$ cat src/rtl/ysyx_210247_mem_stage_ctrl_if.sv
// Bundle of the exe->mem handshake, the data-memory request/response channel
// and the mem->wb result channel. The slave modport is the mem-stage controller's view.
interface ysyx_210247_mem_stage_ctrl_if #(
    parameter int PASS_W = 96,
    parameter int XLEN   = 64
);
    logic                   flush;
    logic                   mem_valid_in;
    logic                   mem_allow_in;
    logic [XLEN-1:0]        mem_alu_res;
    logic [XLEN-1:0]        mem_wdata;
    logic                   mem_ren;
    logic                   mem_wen;
    logic [1:0]             mem_size;
    logic                   mem_unsigned;
    logic [PASS_W-1:0]      mem_pass;
    logic                   req_valid;
    logic                   req_ready;
    logic [XLEN-1:0]        req_addr;
    logic                   req_wen;
    logic [XLEN-1:0]        req_wdata;
    logic [1:0]             req_size;
    logic                   resp_valid;
    logic [XLEN-1:0]        resp_rdata;
    logic                   mem_valid_out;
    logic [PASS_W+XLEN-1:0] mem_to_wb_bus;
    logic                   wb_allow_in;

    modport slave (
        input  flush, mem_valid_in, mem_alu_res, mem_wdata, mem_ren, mem_wen,
               mem_size, mem_unsigned, mem_pass, req_ready, resp_valid,
               resp_rdata, wb_allow_in,
        output mem_allow_in, req_valid, req_addr, req_wen, req_wdata, req_size,
               mem_valid_out, mem_to_wb_bus
    );

    modport master (
        output flush, mem_valid_in, mem_alu_res, mem_wdata, mem_ren, mem_wen,
               mem_size, mem_unsigned, mem_pass, req_ready, resp_valid,
               resp_rdata, wb_allow_in,
        input  mem_allow_in, req_valid, req_addr, req_wen, req_wdata, req_size,
               mem_valid_out, mem_to_wb_bus
    );
endinterface

$ cat src/rtl/ysyx_210247_mem_stage_ctrl.sv
// Memory-stage controller: accepts ops from exe, runs one data-memory transaction
// per load/store and holds the result register presented to writeback.
module ysyx_210247_mem_stage_ctrl #(
    parameter int PASS_W = 96,
    parameter int XLEN   = 64
) (
    input logic                      clk,
    input logic                      rst,
    ysyx_210247_mem_stage_ctrl_if.slave bus
);

    typedef enum logic [1:0] {IDLE, REQ, WAIT} state_e;

    state_e                 state_q, state_d;
    logic [XLEN-1:0]        addr_q, addr_d;
    logic [XLEN-1:0]        wdata_q, wdata_d;
    logic                   wen_q, wen_d;
    logic [1:0]             size_q, size_d;
    logic                   unsigned_q, unsigned_d;
    logic [PASS_W-1:0]      pass_q, pass_d;
    logic                   drop_q, drop_d;
    logic                   valid_q, valid_d;
    logic [PASS_W+XLEN-1:0] out_q, out_d;

    logic allow;
    logic accept;
    logic is_mem;

    function automatic logic [XLEN-1:0] load_ext(input logic [XLEN-1:0] r,
                                                 input logic [1:0]      sz,
                                                 input logic            uns);
        logic s;
        s        = 1'b0;
        load_ext = r;
        case (sz)
            2'd0: begin s = r[7]  & ~uns; load_ext = {{(XLEN-8){s}},  r[7:0]};  end
            2'd1: begin s = r[15] & ~uns; load_ext = {{(XLEN-16){s}}, r[15:0]}; end
            2'd2: begin s = r[31] & ~uns; load_ext = {{(XLEN-32){s}}, r[31:0]}; end
            default: load_ext = r;
        endcase
    endfunction

    // Reset gates the allow so exe sees no acceptance while rst is asserted.
    assign allow  = rst && (state_q == IDLE) && (!valid_q || bus.wb_allow_in);
    assign accept = bus.mem_valid_in && allow && !bus.flush;
    assign is_mem = bus.mem_ren || bus.mem_wen;

    // NOTE: every _d gets its hold value first so no path through the case infers a latch.
    always_comb begin
        state_d    = state_q;
        addr_d     = addr_q;
        wdata_d    = wdata_q;
        wen_d      = wen_q;
        size_d     = size_q;
        unsigned_d = unsigned_q;
        pass_d     = pass_q;
        drop_d     = drop_q;
        valid_d    = valid_q;
        out_d      = out_q;

        if (valid_q && bus.wb_allow_in) valid_d = 1'b0;

        case (state_q)
            IDLE: begin
                if (bus.flush) begin
                    valid_d = 1'b0;
                end else if (accept) begin
                    if (!is_mem) begin
                        valid_d = 1'b1;
                        out_d   = {bus.mem_pass, bus.mem_alu_res};
                    end else begin
                        addr_d     = bus.mem_alu_res;
                        wdata_d    = bus.mem_wdata;
                        wen_d      = bus.mem_wen;
                        size_d     = bus.mem_size;
                        unsigned_d = bus.mem_unsigned;
                        pass_d     = bus.mem_pass;
                        state_d    = REQ;
                    end
                end
            end
            REQ: begin
                if (bus.flush)     drop_d  = 1'b1;
                if (bus.req_ready) state_d = WAIT;
            end
            WAIT: begin
                if (bus.flush) drop_d = 1'b1;
                if (bus.resp_valid) begin
                    state_d = IDLE;
                    drop_d  = 1'b0;
                    // A flush arriving with the response kills the op just like an earlier one.
                    if (!drop_q && !bus.flush) begin
                        valid_d = 1'b1;
                        out_d   = {pass_q, wen_q ? addr_q : load_ext(bus.resp_rdata, size_q, unsigned_q)};
                    end
                end
            end
            default: state_d = IDLE;
        endcase
    end

    // NOTE: sequential state uses non-blocking assignments so all flops update together.
    always_ff @(posedge clk or negedge rst) begin
        if (!rst) begin
            state_q    <= IDLE;
            addr_q     <= '0;
            wdata_q    <= '0;
            wen_q      <= 1'b0;
            size_q     <= 2'd0;
            unsigned_q <= 1'b0;
            pass_q     <= '0;
            drop_q     <= 1'b0;
            valid_q    <= 1'b0;
            out_q      <= '0;
        end else begin
            state_q    <= state_d;
            addr_q     <= addr_d;
            wdata_q    <= wdata_d;
            wen_q      <= wen_d;
            size_q     <= size_d;
            unsigned_q <= unsigned_d;
            pass_q     <= pass_d;
            drop_q     <= drop_d;
            valid_q    <= valid_d;
            out_q      <= out_d;
        end
    end

    assign bus.mem_allow_in  = allow;
    assign bus.req_valid     = (state_q == REQ);
    assign bus.req_addr      = addr_q;
    assign bus.req_wen       = wen_q;
    assign bus.req_wdata     = wdata_q;
    assign bus.req_size      = size_q;
    assign bus.mem_valid_out = valid_q;
    assign bus.mem_to_wb_bus = out_q;

endmodule
$ cat src/flat_wrapper.sv
// flat-port wrapper written by rule: the top's interface ports become plain ports
module ysyx_210247_mem_stage_ctrl_flat 
#(
    parameter int PASS_W = 96,
    parameter int XLEN   = 64
)
  (clk, rst, bus_flush, bus_mem_valid_in, bus_mem_alu_res, bus_mem_wdata, bus_mem_ren, bus_mem_wen, bus_mem_size, bus_mem_unsigned, bus_mem_pass, bus_req_ready, bus_resp_valid, bus_resp_rdata, bus_wb_allow_in, bus_mem_allow_in, bus_req_valid, bus_req_addr, bus_req_wen, bus_req_wdata, bus_req_size, bus_mem_valid_out, bus_mem_to_wb_bus);
  ysyx_210247_mem_stage_ctrl_if #(.PASS_W(PASS_W), .XLEN(XLEN)) bus_i ();
  input logic clk;
  input logic rst;
  input wire logic [$bits(bus_i.flush)-1:0] bus_flush;
  input wire logic [$bits(bus_i.mem_valid_in)-1:0] bus_mem_valid_in;
  input wire logic [$bits(bus_i.mem_alu_res)-1:0] bus_mem_alu_res;
  input wire logic [$bits(bus_i.mem_wdata)-1:0] bus_mem_wdata;
  input wire logic [$bits(bus_i.mem_ren)-1:0] bus_mem_ren;
  input wire logic [$bits(bus_i.mem_wen)-1:0] bus_mem_wen;
  input wire logic [$bits(bus_i.mem_size)-1:0] bus_mem_size;
  input wire logic [$bits(bus_i.mem_unsigned)-1:0] bus_mem_unsigned;
  input wire logic [$bits(bus_i.mem_pass)-1:0] bus_mem_pass;
  input wire logic [$bits(bus_i.req_ready)-1:0] bus_req_ready;
  input wire logic [$bits(bus_i.resp_valid)-1:0] bus_resp_valid;
  input wire logic [$bits(bus_i.resp_rdata)-1:0] bus_resp_rdata;
  input wire logic [$bits(bus_i.wb_allow_in)-1:0] bus_wb_allow_in;
  output wire logic [$bits(bus_i.mem_allow_in)-1:0] bus_mem_allow_in;
  output wire logic [$bits(bus_i.req_valid)-1:0] bus_req_valid;
  output wire logic [$bits(bus_i.req_addr)-1:0] bus_req_addr;
  output wire logic [$bits(bus_i.req_wen)-1:0] bus_req_wen;
  output wire logic [$bits(bus_i.req_wdata)-1:0] bus_req_wdata;
  output wire logic [$bits(bus_i.req_size)-1:0] bus_req_size;
  output wire logic [$bits(bus_i.mem_valid_out)-1:0] bus_mem_valid_out;
  output wire logic [$bits(bus_i.mem_to_wb_bus)-1:0] bus_mem_to_wb_bus;
  assign bus_i.flush = bus_flush;
  assign bus_i.mem_valid_in = bus_mem_valid_in;
  assign bus_i.mem_alu_res = bus_mem_alu_res;
  assign bus_i.mem_wdata = bus_mem_wdata;
  assign bus_i.mem_ren = bus_mem_ren;
  assign bus_i.mem_wen = bus_mem_wen;
  assign bus_i.mem_size = bus_mem_size;
  assign bus_i.mem_unsigned = bus_mem_unsigned;
  assign bus_i.mem_pass = bus_mem_pass;
  assign bus_i.req_ready = bus_req_ready;
  assign bus_i.resp_valid = bus_resp_valid;
  assign bus_i.resp_rdata = bus_resp_rdata;
  assign bus_i.wb_allow_in = bus_wb_allow_in;
  assign bus_mem_allow_in = bus_i.mem_allow_in;
  assign bus_req_valid = bus_i.req_valid;
  assign bus_req_addr = bus_i.req_addr;
  assign bus_req_wen = bus_i.req_wen;
  assign bus_req_wdata = bus_i.req_wdata;
  assign bus_req_size = bus_i.req_size;
  assign bus_mem_valid_out = bus_i.mem_valid_out;
  assign bus_mem_to_wb_bus = bus_i.mem_to_wb_bus;
  ysyx_210247_mem_stage_ctrl #(.PASS_W(PASS_W), .XLEN(XLEN)) u_core (.clk(clk), .rst(rst), .bus(bus_i));
endmodule
$ cat config.mk
export PLATFORM = sky130hd
export DESIGN_NAME = ysyx_210247_mem_stage_ctrl_flat
export DESIGN_NICKNAME = d
export VERILOG_FILES = /design/src/rtl/ysyx_210247_mem_stage_ctrl_if.sv /design/src/rtl/ysyx_210247_mem_stage_ctrl.sv /design/src/flat_wrapper.sv
export SDC_FILE = /design/constraint.sdc
export NUM_CORES = 1
export LEC_CHECK = 0
export BUFFER_PORTS_ARGS = -buffer_cell sky130_fd_sc_hd__clkbuf_2
export CORE_AREA = 4 4 232 234
export CTS_CLUSTER_SIZE = 8
export DETAILED_ROUTE_END_ITERATION = 12
export DIE_AREA = 0 0 236 238
export GPL_TIMING_DRIVEN = 0
export REMOVE_ABC_BUFFERS = 1
export SYNTH_ARGS = -nofsm -noshare
export SYNTH_HDL_FRONTEND = slang
export SYNTH_SLANG_ARGS = --single-unit
$ cat constraint.sdc
create_clock -name clk -period 4.75 [get_ports clk]
set_clock_uncertainty 0.1 [all_clocks]
set_input_delay 1.1875 -clock clk [delete_from_list [all_inputs] [get_ports clk]]
set_output_delay 1.1875 -clock clk [all_outputs]
set_load 0.01 [all_outputs]
Word-level counts from Yosys, hierarchy flattened
Index checks and enable logic that the tools add are counted.
{"block": "classes", "n_eq_ne": 11, "n_mux": 24, "bitwise_logic": 5, "n_reduce_logical": 18}
{"operator": "160-bit two-way mux", "count": 5}
{"operator": "160-bit one-hot mux with 2 select lines", "count": 1}
{"operator": "64-bit one-hot mux with 3 select lines", "count": 1}
{"operator": "64-bit two-way mux", "count": 1}
{"operator": "2-bit two-way mux", "count": 5}
{"operator": "1-bit two-way mux", "count": 8}
{"operator": "2-bit inequality test (second input constant)", "count": 4}
{"operator": "1-bit logical AND", "count": 6}
{"operator": "2-bit by 1-bit inequality test with 1-bit output (second input constant)", "count": 3}
{"operator": "2-bit one-hot mux with 3 select lines", "count": 1}
{"operator": "6-bit AND reduction", "count": 1}
{"operator": "5-bit AND reduction", "count": 1}
{"operator": "2-bit by 1-bit == test with 1-bit output (second input constant)", "count": 2}
{"operator": "2-bit == test (second input constant)", "count": 2}
{"operator": "2-bit logical NOT", "count": 2}
{"operator": "1-bit one-hot mux with 2 select lines", "count": 2}
{"operator": "4-bit AND reduction", "count": 1}
{"operator": "2-bit nonzero test", "count": 2}
{"operator": "1-bit AND", "count": 3}
{"operator": "1-bit logical NOT", "count": 3}
{"operator": "1-bit logical OR", "count": 2}
{"operator": "1-bit NOT", "count": 2}
{"block": "word_totals", "register_bits": 392, "word_cells": 68}

Logic depth before layout (Yosys ltp)
Gate-level depths: netlist of run 1.
{"block": "logic_depth", "word_depth": 8, "depth_mapped": 9}

Worst setup path after synthesis of run 1
OpenSTA, ideal clock, no wires.
{"block": "synth_path", "path_kind": "input -> output", "from": "input bus_wb_allow_in", "to": "output bus_mem_allow_in", "t_arrival_ns": 1.553, "required_ns": 3.463, "path_slack_ns": 1.909, "cell_stages": 2, "n_path_buf": 0, "path_cell_list": "nand2b_1 and2_1"}
{"block": "synth_between", "elab_chain_cells": 2}
{"element": "start: declaration", "line_no": "flat_wrapper.sv:23", "source": "input wire logic [$bits(bus_i.wb_allow_in)-1:0] bus_wb_allow_in;"}
{"element": "1-bit logical OR", "line_no": "ysyx_210247_mem_stage_ctrl.sv:44", "source": "assign allow = rst && (state_q == IDLE) && (!valid_q || bus.wb_allow_in);"}
{"element": "1-bit logical AND", "line_no": "ysyx_210247_mem_stage_ctrl.sv:44"}
{"element": "end: declaration", "line_no": "flat_wrapper.sv:24", "source": "output wire logic [$bits(bus_i.mem_allow_in)-1:0] bus_mem_allow_in;"}
No other way between the ends.

Final worst setup path of run 1
{"block": "layout_path", "from": "input rst", "to": "output bus_mem_allow_in"}
{"block": "layout_between", "elab_chain_cells": 2}
{"element": "start: declaration", "line_no": "flat_wrapper.sv:10", "source": "input logic rst;"}
{"element": "1-bit logical AND (2 in a row)", "line_no": "ysyx_210247_mem_stage_ctrl.sv:44"}
No other way between the ends.

==> reports/metrics.json, run 1 <==
{
  "rsz_0062_raised_after_global_routing": {"value": "no"},
  "fp-row-count": {"value": 84},
  "endpoint_kind": {"value": "output port"},
  "design.die.area": {"value": 0.0562, "unit": "sq mm"},
  "cts_max_path_buffers": {"value": 3},
  "synth_edf_count": {"value": 0},
  "achievable-frequency": {"value": 223, "unit": "MHz"},
  "timing_worst_slew_pin_value": {"value": 1.37, "unit": "ns"},
  "critical_path.startpoint_type": {"value": "input port"},
  "htree_num_levels": {"value": 2},
  "grt_max_degree": {"value": 114},
  "clock_insertion_delay_worst_skew": {"value": 0.60, "unit": "ns"},
  "synth_to_layout_area_growth": {"value": 31.8, "unit": "%"},
  "number_of_distinct_library_cells_after_synthesis": {"value": 33},
  "power_density": {"value": 701, "unit": "mW/mm^2"},
  "final-max-slew-violation-count": {"value": 0},
  "ant_nets": {"value": 0},
  "postSynthCellCount": {"value": 1377},
  "numCtsBuffers": {"value": 55},
  "worst_slew_margin_rel": {"value": 8.18, "unit": "%"},
  "top_cells_by_count_synth": {"value": "dfrtp_1, mux2_2, a21oi_1, mux2i_1, buf_2"},
  "wl_met3": {"value": 3.79, "unit": "mm"},
  "effective_utilization_at_floorplan": {"value": 33.2, "unit": "%"},
  "total_leakage_power": {"value": 10.8, "unit": "nW"},
  "drt_first_pass_iters": {"value": 6},
  "setup.reg_to_reg.worst_slack": {"value": 1.14, "unit": "ns"},
  "grt_pass1_wl": {"value": 86.1, "unit": "mm"},
  "gp_congestion": {"value": 0.834},
  "routed_wl": {"value": 57.2, "unit": "mm"},
  "wl_met2": {"value": 27.9, "unit": "mm"},
  "tritoncts": {"value": "yes"},
  "total_via_count_after_detailed_routing": {"value": 13600},
  "synth_seq_cells": {"value": 392},
  "finalHoldViolations": {"value": 0},
  "final.setup.tns": {"value": 0, "unit": "ns"},
  "ys_warn_count": {"value": 0},
  "class_of_the_tightest_hold_or_removal_check": {"value": "register to register"},
  "congestion_overflow_gr": {"value": 0},
  "cts_hold_buffers": {"value": 0},
  "cts.clk_slew.worst_paths": {"value": 0.05, "unit": "ns"},
  "crit_type": {"value": "input port to output port"},
  "synth.area.top_cells": {"value": "dfrtp_1, mux2_2, a21oi_1"},
  "period_share": {"value": 94.4, "unit": "%"},
  "outcome": {"value": "finished, final reports clean"},
  "core": {"value": 0.0520, "unit": "sq mm"},
  "async_reset_ff_share": {"value": 100, "unit": "%"},
  "maxUsedRoutingLayer": {"value": "met4"},
  "detail_route.wirelength.met1": {"value": 23.4, "unit": "mm"},
  "max-vdd-ir-drop": {"value": 0.380, "unit": "mV"},
  "fp.dieW": {"value": 236, "unit": "um"},
  "critical_path_data_required_time": {"value": 3.46, "unit": "ns"},
  "ios": {"value": 594},
  "die_boundary_height": {"value": 238, "unit": "um"},
  "dp_hpwl": {"value": 39.1, "unit": "mm"},
  "yosysTopAreaCellShare": {"value": 56.8, "unit": "%"},
  "synth_area_per_cell": {"value": 12.5, "unit": "sq um"},
  "mappedNetlistArea": {"value": 0.0173, "unit": "sq mm"},
  "ctsResizeCount": {"value": 0},
  "crit_fanout": {"value": 92},
  "detail_route.vias_per_cell": {"value": 5.17},
  "setup_viol": {"value": 0},
  "grtUsageTotal": {"value": 19.2, "unit": "%"},
  "post-synth-top-area-cell": {"value": "dfrtp_1"},
  "dr.first_iter.drc_count": {"value": 707},
  "layout-drive-gt1-share": {"value": 49.4, "unit": "%"},
  "wire_per_inst": {"value": 21.7, "unit": "um"},
  "period_needed": {"value": 4.48, "unit": "ns"},
  "yosysSeqAreaShare": {"value": 56.8, "unit": "%"},
  "cts-root-buf": {"value": "clkbuf_16"},
  "numClockSinks": {"value": 392},
  "worst_ep_arrival_time": {"value": 3.20, "unit": "ns"},
  "drc": {"value": 0},
  "nFillCells": {"value": 4868},
  "synth.most_common_cell": {"value": "dfrtp_1"},
  "whs": {"value": 0.400, "unit": "ns"},
  "grt_antenna_before_repair": {"value": 8},
  "post-cts-setup-buffer-count": {"value": 0},
  "port_buffers": {"value": 593},
  "synth_flop_cell": {"value": "dfrtp_1"},
  "grt_pass1_vias": {"value": 14500},
  "final_nets": {"value": 2237},
  "maxCapViolCount": {"value": 0}
}
where the power goes:
group / switching, W / internal, W / leakage (nW) / total (W)
combinational: 0.00341 / 0.00284 / 5.38 / 0.00625
clock: 0.00142 / 0.00213 / 0.733 / 0.00354
sequential: 0.00113 / 0.00502 / 4.64 / 0.00615
total: 0.00595 / 0.00999 / 10.8 / 0.0159
critical path, stage by stage:
cell	delay, ns
clkbuf_8	0.57
buf_16	0.40
and2_1	0.50
and2_1	0.19
clkbuf_2	0.15
layer usage:
| metal | global-route usage, % | vias to the layer above |
|---|---|---|
| met4 | 7.74 | 0 |
| li1 | - | 6159 |
| met3 | 4.37 | 120 |
| met2 | 31.7 | 536 |
| met5 | 0 | - |
| met1 | 24.5 | 6807 |
worst paths after layout:
path | from | end | cells after the start
worst min register to register | u_core.bus.req_wdata[60] | u_core.bus.req_wdata[60] | 1
worst max register to register | u_core.state_q[0] | u_core.bus.mem_to_wb_bus[7] | 7
worst max-delay path | rst | bus_mem_allow_in | 5
max in group asynchronous | rst | u_core.bus.req_wdata[7] | 3
worst min-delay path | u_core.bus.req_wdata[60] | u_core.bus.req_wdata[60] | 1
min in group asynchronous | rst | u_core.pass_q[22] | 1
flip-flops by register name, summed over array words and instances, names as in the netlist:
register / flops
u_core.drop_q: 1
u_core.bus.req_addr: 64
u_core.unsigned_q: 1
u_core.pass_q: 96
u_core.bus.req_wdata: 64
u_core.state_q: 2
u_core.bus.mem_valid_out: 1
u_core.bus.req_wen: 1
u_core.bus.mem_to_wb_bus: 160
u_core.bus.req_size: 2
placed cells by master, fill, tap and decap left out, types with 2 or more instances in the layout:
cell and n:
clkbuf_1 2, nand2b_1 34, dfrtp_2 3, buf_12 12, clkbuf_16 55, mux2_2 262
o21ai_0 24, and3_1 32, diode_2 7, nor4b_2 2, a211oi_1 8, ha_1 3
dfrtp_1 389, o22ai_1 24, mux2i_1 104, inv_1 29, a221oi_1 16, a21oi_1 233
buf_16 14, a31oi_1 33, clkbuf_8 3, and2_1 2, inv_16 2, o221ai_1 32
clkbuf_2 592, nor2_1 9
stage by stage:
| stage | total power [W] | setup slack, ns | instance area [sq um] | utilization, % | instances |
|---|---|---|---|---|---|
| final | 0.0159 | 0.267 | 22700 | 43.7 | 2634 |
| after global routing | 0.0169 | 0.0471 | 22700 | 43.7 | 2630 |
| after CTS | 0.0161 | 0.137 | 22700 | 43.6 | 2625 |
| after detailed placement | 0.0125 | -0.508 | 21200 | 40.8 | 2562 |
| after global placement | 0.0124 | -33.29 | 20500 | 39.4 | 2536 |
| after floorplan | 0.00979 | -11.89 | 16700 | - | 1255 |
logic make-up after synthesis:
group | share of synthesized area (%)
adder cells (fa/ha/maj) | 0.290
buffers and inverters | 3.94
flip-flops | 56.8
AND/OR/NAND/NOR | 3.03
multiplexers | 23.2
AO/OA/AOI/OAI | 12.7
cell type report:
cell class | instances | area [sq um] | share of cell area (%)
Antenna cell | 7 | 17.5 | 0.0770
Sequential cell | 392 | 9810 | 43.2
Clock buffer | 59 | 1410 | 6.21
Clock inverter | 4 | 78.8 | 0.347
Tap cell | 688 | 861 | 3.79
Inverter | 30 | 113 | 0.495
Multi-Input combinational cell | 835 | 6840 | 30.1
Timing Repair Buffer | 619 | 3600 | 15.8
(Power assumes the default switching activity.)
==> inputs of run 2 (changes only) <==
--- a/config.mk
+++ b/config.mk
@@ -6,11 +6,14 @@
 export NUM_CORES = 1
 export LEC_CHECK = 0
 export BUFFER_PORTS_ARGS = -buffer_cell sky130_fd_sc_hd__clkbuf_2
-export CORE_AREA = 4 4 232 234
+export CELL_PAD_IN_SITES_DETAIL_PLACEMENT = 0
+export CELL_PAD_IN_SITES_GLOBAL_PLACEMENT = 1
+export CORE_AREA = 4 4 227 229
 export CTS_CLUSTER_SIZE = 8
 export DETAILED_ROUTE_END_ITERATION = 12
-export DIE_AREA = 0 0 236 238
+export DIE_AREA = 0 0 231 233
 export GPL_TIMING_DRIVEN = 0
+export PLACE_DENSITY_LB_ADDON = 0.1
 export REMOVE_ABC_BUFFERS = 1
 export SYNTH_ARGS = -nofsm -noshare
 export SYNTH_HDL_FRONTEND = slang
==> constraint.sdc (replaced) <==
create_clock -name clk -period 4.75 [get_ports clk]
set_clock_uncertainty 0.1 [all_clocks]
set_input_delay 1.1875 -clock clk [delete_from_list [all_inputs] [get_ports clk]]
set_output_delay 1.1875 -clock clk [all_outputs]
set_load 0.005 [all_outputs]
==> run 2 against run 1 <==
Against the previous run:
- sequential power decreased by 1%
- non-clock buffer count grew 5
- utilization is 2.2 points higher
- maximum frequency up 2.9%
- design area rose by 0.26%
- highest routed layer is now met5
==> reports/metrics.json, run 2 (synthesis gave the netlist of run 1 again) <==
{
  "outcome": {"value": "finished, final reports clean", "change": "unchanged"},
  "total_via_count_after_detailed_routing": {"value": 13600, "change": "about the same"},
  "critical_path_data_required_time": {"value": 3.46, "unit": "ns", "change": "about the same"},
  "post-cts-setup-buffer-count": {"value": 0, "change": "unchanged"},
  "worstRegToRegCells": {"value": 9, "change": "was 7"},
  "setup.reg_to_reg.worst_slack": {"value": 1.29, "unit": "ns", "change": "was 1.14 ns"},
  "maxCapViolCount": {"value": 0, "change": "unchanged"},
  "drc": {"value": 0, "change": "unchanged"},
  "crit_fanout": {"value": 82, "change": "was 92"},
  "flip_flop_count_of_the_largest_register_after_layout": {"value": 160, "change": "unchanged"},
  "achievable-frequency": {"value": 230, "unit": "MHz", "change": "was 223 MHz"},
  "crit_type": {"value": "input port to output port", "change": "unchanged"},
  "gp_congestion": {"value": 0.793, "change": "was 0.834"},
  "critical_path_cell_count": {"value": 6, "change": "was 5"},
  "layout-drive-gt1-share": {"value": 49.4, "unit": "%", "change": "about the same"},
  "ant_nets": {"value": 0, "change": "unchanged"},
  "crit-reg2reg-launch": {"value": "u_core.state_q[0]", "change": "unchanged"},
  "ios": {"value": 594, "change": "unchanged"},
  "numCtsBuffers": {"value": 54, "change": "was 55"},
  "grt_antenna_before_repair": {"value": 17, "change": "was 8"},
  "critical_path.startpoint_type": {"value": "input port", "change": "unchanged"},
  "port_buffers": {"value": 593, "change": "unchanged"},
  "critical_path.n_buffers_inverters": {"value": 4, "change": "was 3"},
  "routed_wl": {"value": 61.4, "unit": "mm", "change": "was 57.2 mm"},
  "period_share": {"value": 91.7, "unit": "%", "change": "was 94.4%"},
  "critical_path.slowest_cell": {"value": "buf_8", "change": "was clkbuf_8"},
  "layout_commonest_cell": {"value": "clkbuf_2", "change": "unchanged"},
  "fp.dieW": {"value": 231, "unit": "um", "change": "was 236 um"},
  "synth_to_layout_area_growth": {"value": 32.1, "unit": "%", "change": "was 31.8%"},
  "worst_slew_margin_rel": {"value": 7.40, "unit": "%", "change": "was 8.18%"},
  "cts.clk_slew.worst_paths": {"value": 0.05, "unit": "ns", "change": "about the same"},
  "cts_max_path_buffers": {"value": 3, "change": "unchanged"},
  "core": {"value": 0.0497, "unit": "sq mm", "change": "was 0.0520 sq mm"},
  "finalHoldViolations": {"value": 0, "change": "unchanged"},
  "effective_utilization_at_floorplan": {"value": 34.8, "unit": "%", "change": "was 33.2%"},
  "drt_first_pass_iters": {"value": 5, "change": "was 6"},
  "rsz_0062_raised_after_global_routing": {"value": "no", "change": "unchanged"},
  "postLayoutCoreUtil": {"value": 45.9, "unit": "%", "change": "was 43.7%"},
  "numClockSinks": {"value": 392, "change": "unchanged"},
  "whs": {"value": 0.399, "unit": "ns", "change": "was 0.400 ns"},
  "endpoint_kind": {"value": "output port", "change": "unchanged"},
  "p_total": {"value": 0.0154, "unit": "W", "change": "was 0.0159 W"},
  "crit_path_end": {"value": "bus_mem_allow_in", "change": "unchanged"},
  "final_nets": {"value": 2241, "change": "was 2237"},
  "fp-row-count": {"value": 82, "change": "was 84"},
  "critical-path-top-delay-family": {"value": "buffers and inverters", "change": "unchanged"},
  "rr_endpoint": {"value": "u_core.bus.mem_to_wb_bus[28]", "change": "was u_core.bus.mem_to_wb_bus[7]"},
  "class_of_the_tightest_hold_or_removal_check": {"value": "register to register", "change": "unchanged"},
  "grtUsageTotal": {"value": 22.0, "unit": "%", "change": "was 19.2%"},
  "grt_pass1_wl": {"value": 90.9, "unit": "mm", "change": "was 86.1 mm"},
  "max-vdd-ir-drop": {"value": 0.328, "unit": "mV", "change": "was 0.380 mV"},
  "timing_worst_slew_pin_value": {"value": 1.38, "unit": "ns", "change": "was 1.37 ns"},
  "finalWorstSetupSlack": {"value": 0.395, "unit": "ns", "change": "was 0.267 ns"},
  "grt_max_degree": {"value": 103, "change": "was 114"},
  "wire_per_inst": {"value": 23.4, "unit": "um", "change": "was 21.7 um"},
  "final-seq-area": {"value": 0.00981, "unit": "sq mm", "change": "about the same"},
  "nFillCells": {"value": 4799, "change": "was 4868"},
  "dr.first_iter.drc_count": {"value": 692, "change": "was 707"},
  "timing.critical_path.slowest_cell_delay": {"value": 0.41, "unit": "ns", "change": "was 0.57 ns"},
  "dp_hpwl": {"value": 42.7, "unit": "mm", "change": "was 39.1 mm"},
  "place_ws": {"value": -0.935, "unit": "ns", "change": "was -0.508 ns"},
  "htree_num_levels": {"value": 2, "change": "unchanged"},
  "die_boundary_height": {"value": 233, "unit": "um", "change": "was 238 um"},
  "final-max-slew-violation-count": {"value": 0, "change": "unchanged"},
  "clock_insertion_delay_worst_skew": {"value": 0.60, "unit": "ns", "change": "about the same"},
  "crit_path_cell_trace": {"value": "buf_8, buf_16, buf_16, and2_1, and2_1, clkbuf_2", "change": "was clkbuf_8, buf_16, and2_1, and2_1, clkbuf_2"},
  "worst_ep_arrival_time": {"value": 3.07, "unit": "ns", "change": "was 3.20 ns"},
  "total_leakage_power": {"value": 10.8, "unit": "nW", "change": "about the same"},
  "period_needed": {"value": 4.35, "unit": "ns", "change": "was 4.48 ns"},
  "tritoncts": {"value": "yes", "change": "unchanged"},
  "design.die.area": {"value": 0.0538, "unit": "sq mm", "change": "was 0.0562 sq mm"},
  "power_density": {"value": 677, "unit": "mW/mm^2", "change": "was 701 mW/mm^2"},
  "layout.cells.most_common_list": {"value": "clkbuf_2, dfrtp_1, mux2_2", "change": "unchanged"},
  "detail_route.vias_per_cell": {"value": 5.19, "change": "was 5.17"},
  "multi_input_area": {"value": 0.00684, "unit": "sq mm", "change": "about the same"},
  "timing.critical_path.from": {"value": "rst", "change": "unchanged"},
  "cts-root-buf": {"value": "clkbuf_16", "change": "unchanged"},
  "congestion_overflow_gr": {"value": 0, "change": "unchanged"},
  "setup_viol": {"value": 0, "change": "unchanged"},
  "grt_pass1_vias": {"value": 14000, "change": "was 14500"},
  "final.setup.tns": {"value": 0, "unit": "ns", "change": "unchanged"}
}
-- run 2: changes by cell type in the layout (fill, tap and decap cells not counted), sizes merged --
cell | previous run | this run
diode | 7 | 13
clkbuf | 652 | 650
inv | 33 | 30
and2 | 4 | 5
clkinv | 0 | 2
a32o | 2 | 1
bufinv | 1 | 0
buf | 26 | 31
-- run 2: worst register-to-register path, cell delays in order, from the launching register on --
cell and delay [ns]:
dfrtp_1 0.37, inv_1 0.11, ha_4 0.30, buf_16 0.26
a21oi_4 0.63, buf_12 0.26, buf_16 0.21, and2_4 0.37
buf_16 0.29, mux2_2 0.45
-- run 2: per-layer routing --
| layer | part of all wire, % | routed length (um) | GRT usage (%) |
|---|---|---|---|
| met1 | 40 | 24500 | 27.4 |
| met2 | 50 | 30500 | 36.3 |
| met3 | 7.8 | 4760 | 7.19 |
| met4 | 2.6 | 1570 | 6.92 |
| met5 | 0.12 | 75 | 0 |
-- run 2: worst min path at each step --
stage / startpoint / to / slack [ns] / cells after the start
floorplan: u_core.pass_q[0] / u_core.pass_q[0] / 0.38 / 1
detailed placement: u_core.bus.req_wdata[53] / u_core.bus.req_wdata[53] / 0.39 / 1
CTS: u_core.bus.req_wdata[53] / u_core.bus.req_wdata[53] / 0.40 / 1
global route: u_core.pass_q[80] / u_core.pass_q[80] / 0.41 / 1
finish: u_core.bus.req_wdata[53] / u_core.bus.req_wdata[53] / 0.40 / 1
global placement: u_core.pass_q[4] / u_core.pass_q[4] / 0.39 / 1
-- run 2: area by class of cell --
| cell class | instances | share of cell area [%] |
|---|---|---|
| Timing Repair Buffer | 624 | 16.4 |
| Clock buffer | 57 | 6.07 |
| Antenna cell | 13 | 0.143 |
| Clock inverter | 2 | 0.143 |
| Tap cell | 672 | 3.69 |
| Sequential cell | 392 | 43.0 |
| Multi-Input combinational cell | 835 | 30.0 |
| Inverter | 30 | 0.494 |
-- run 2: through the flow --
step / cells / instance area [sq um]
2_1_floorplan: 1255 / 16700
3_3_place_gp: 2520 / 20500
3_5_place_dp: 2550 / 21300
4_1_cts: 2611 / 22700
5_1_grt: 2622 / 22800
6_report: 2625 / 22800
-- run 2: power breakdown --
| part | leakage (nW) | internal, W | total [W] | switching [W] |
|---|---|---|---|---|
| Clock | 0.694 | 0.00202 | 0.00344 | 0.00142 |
| Sequential | 4.64 | 0.00502 | 0.00608 | 0.00106 |
| Combinational | 5.44 | 0.00288 | 0.00591 | 0.00303 |
| Total | 10.8 | 0.00992 | 0.0154 | 0.00551 |
-- run 2: timing repair --
| item | 4_1_cts | 5_1_grt |
|---|---|---|
| setup endpoints to repair | 106 | 24 |
| gates resized for setup | 0 | 1 |
| pin swaps | 1 | 0 |
| gates cloned | 2 | 1 |
| hold buffers | 0 | 0 |
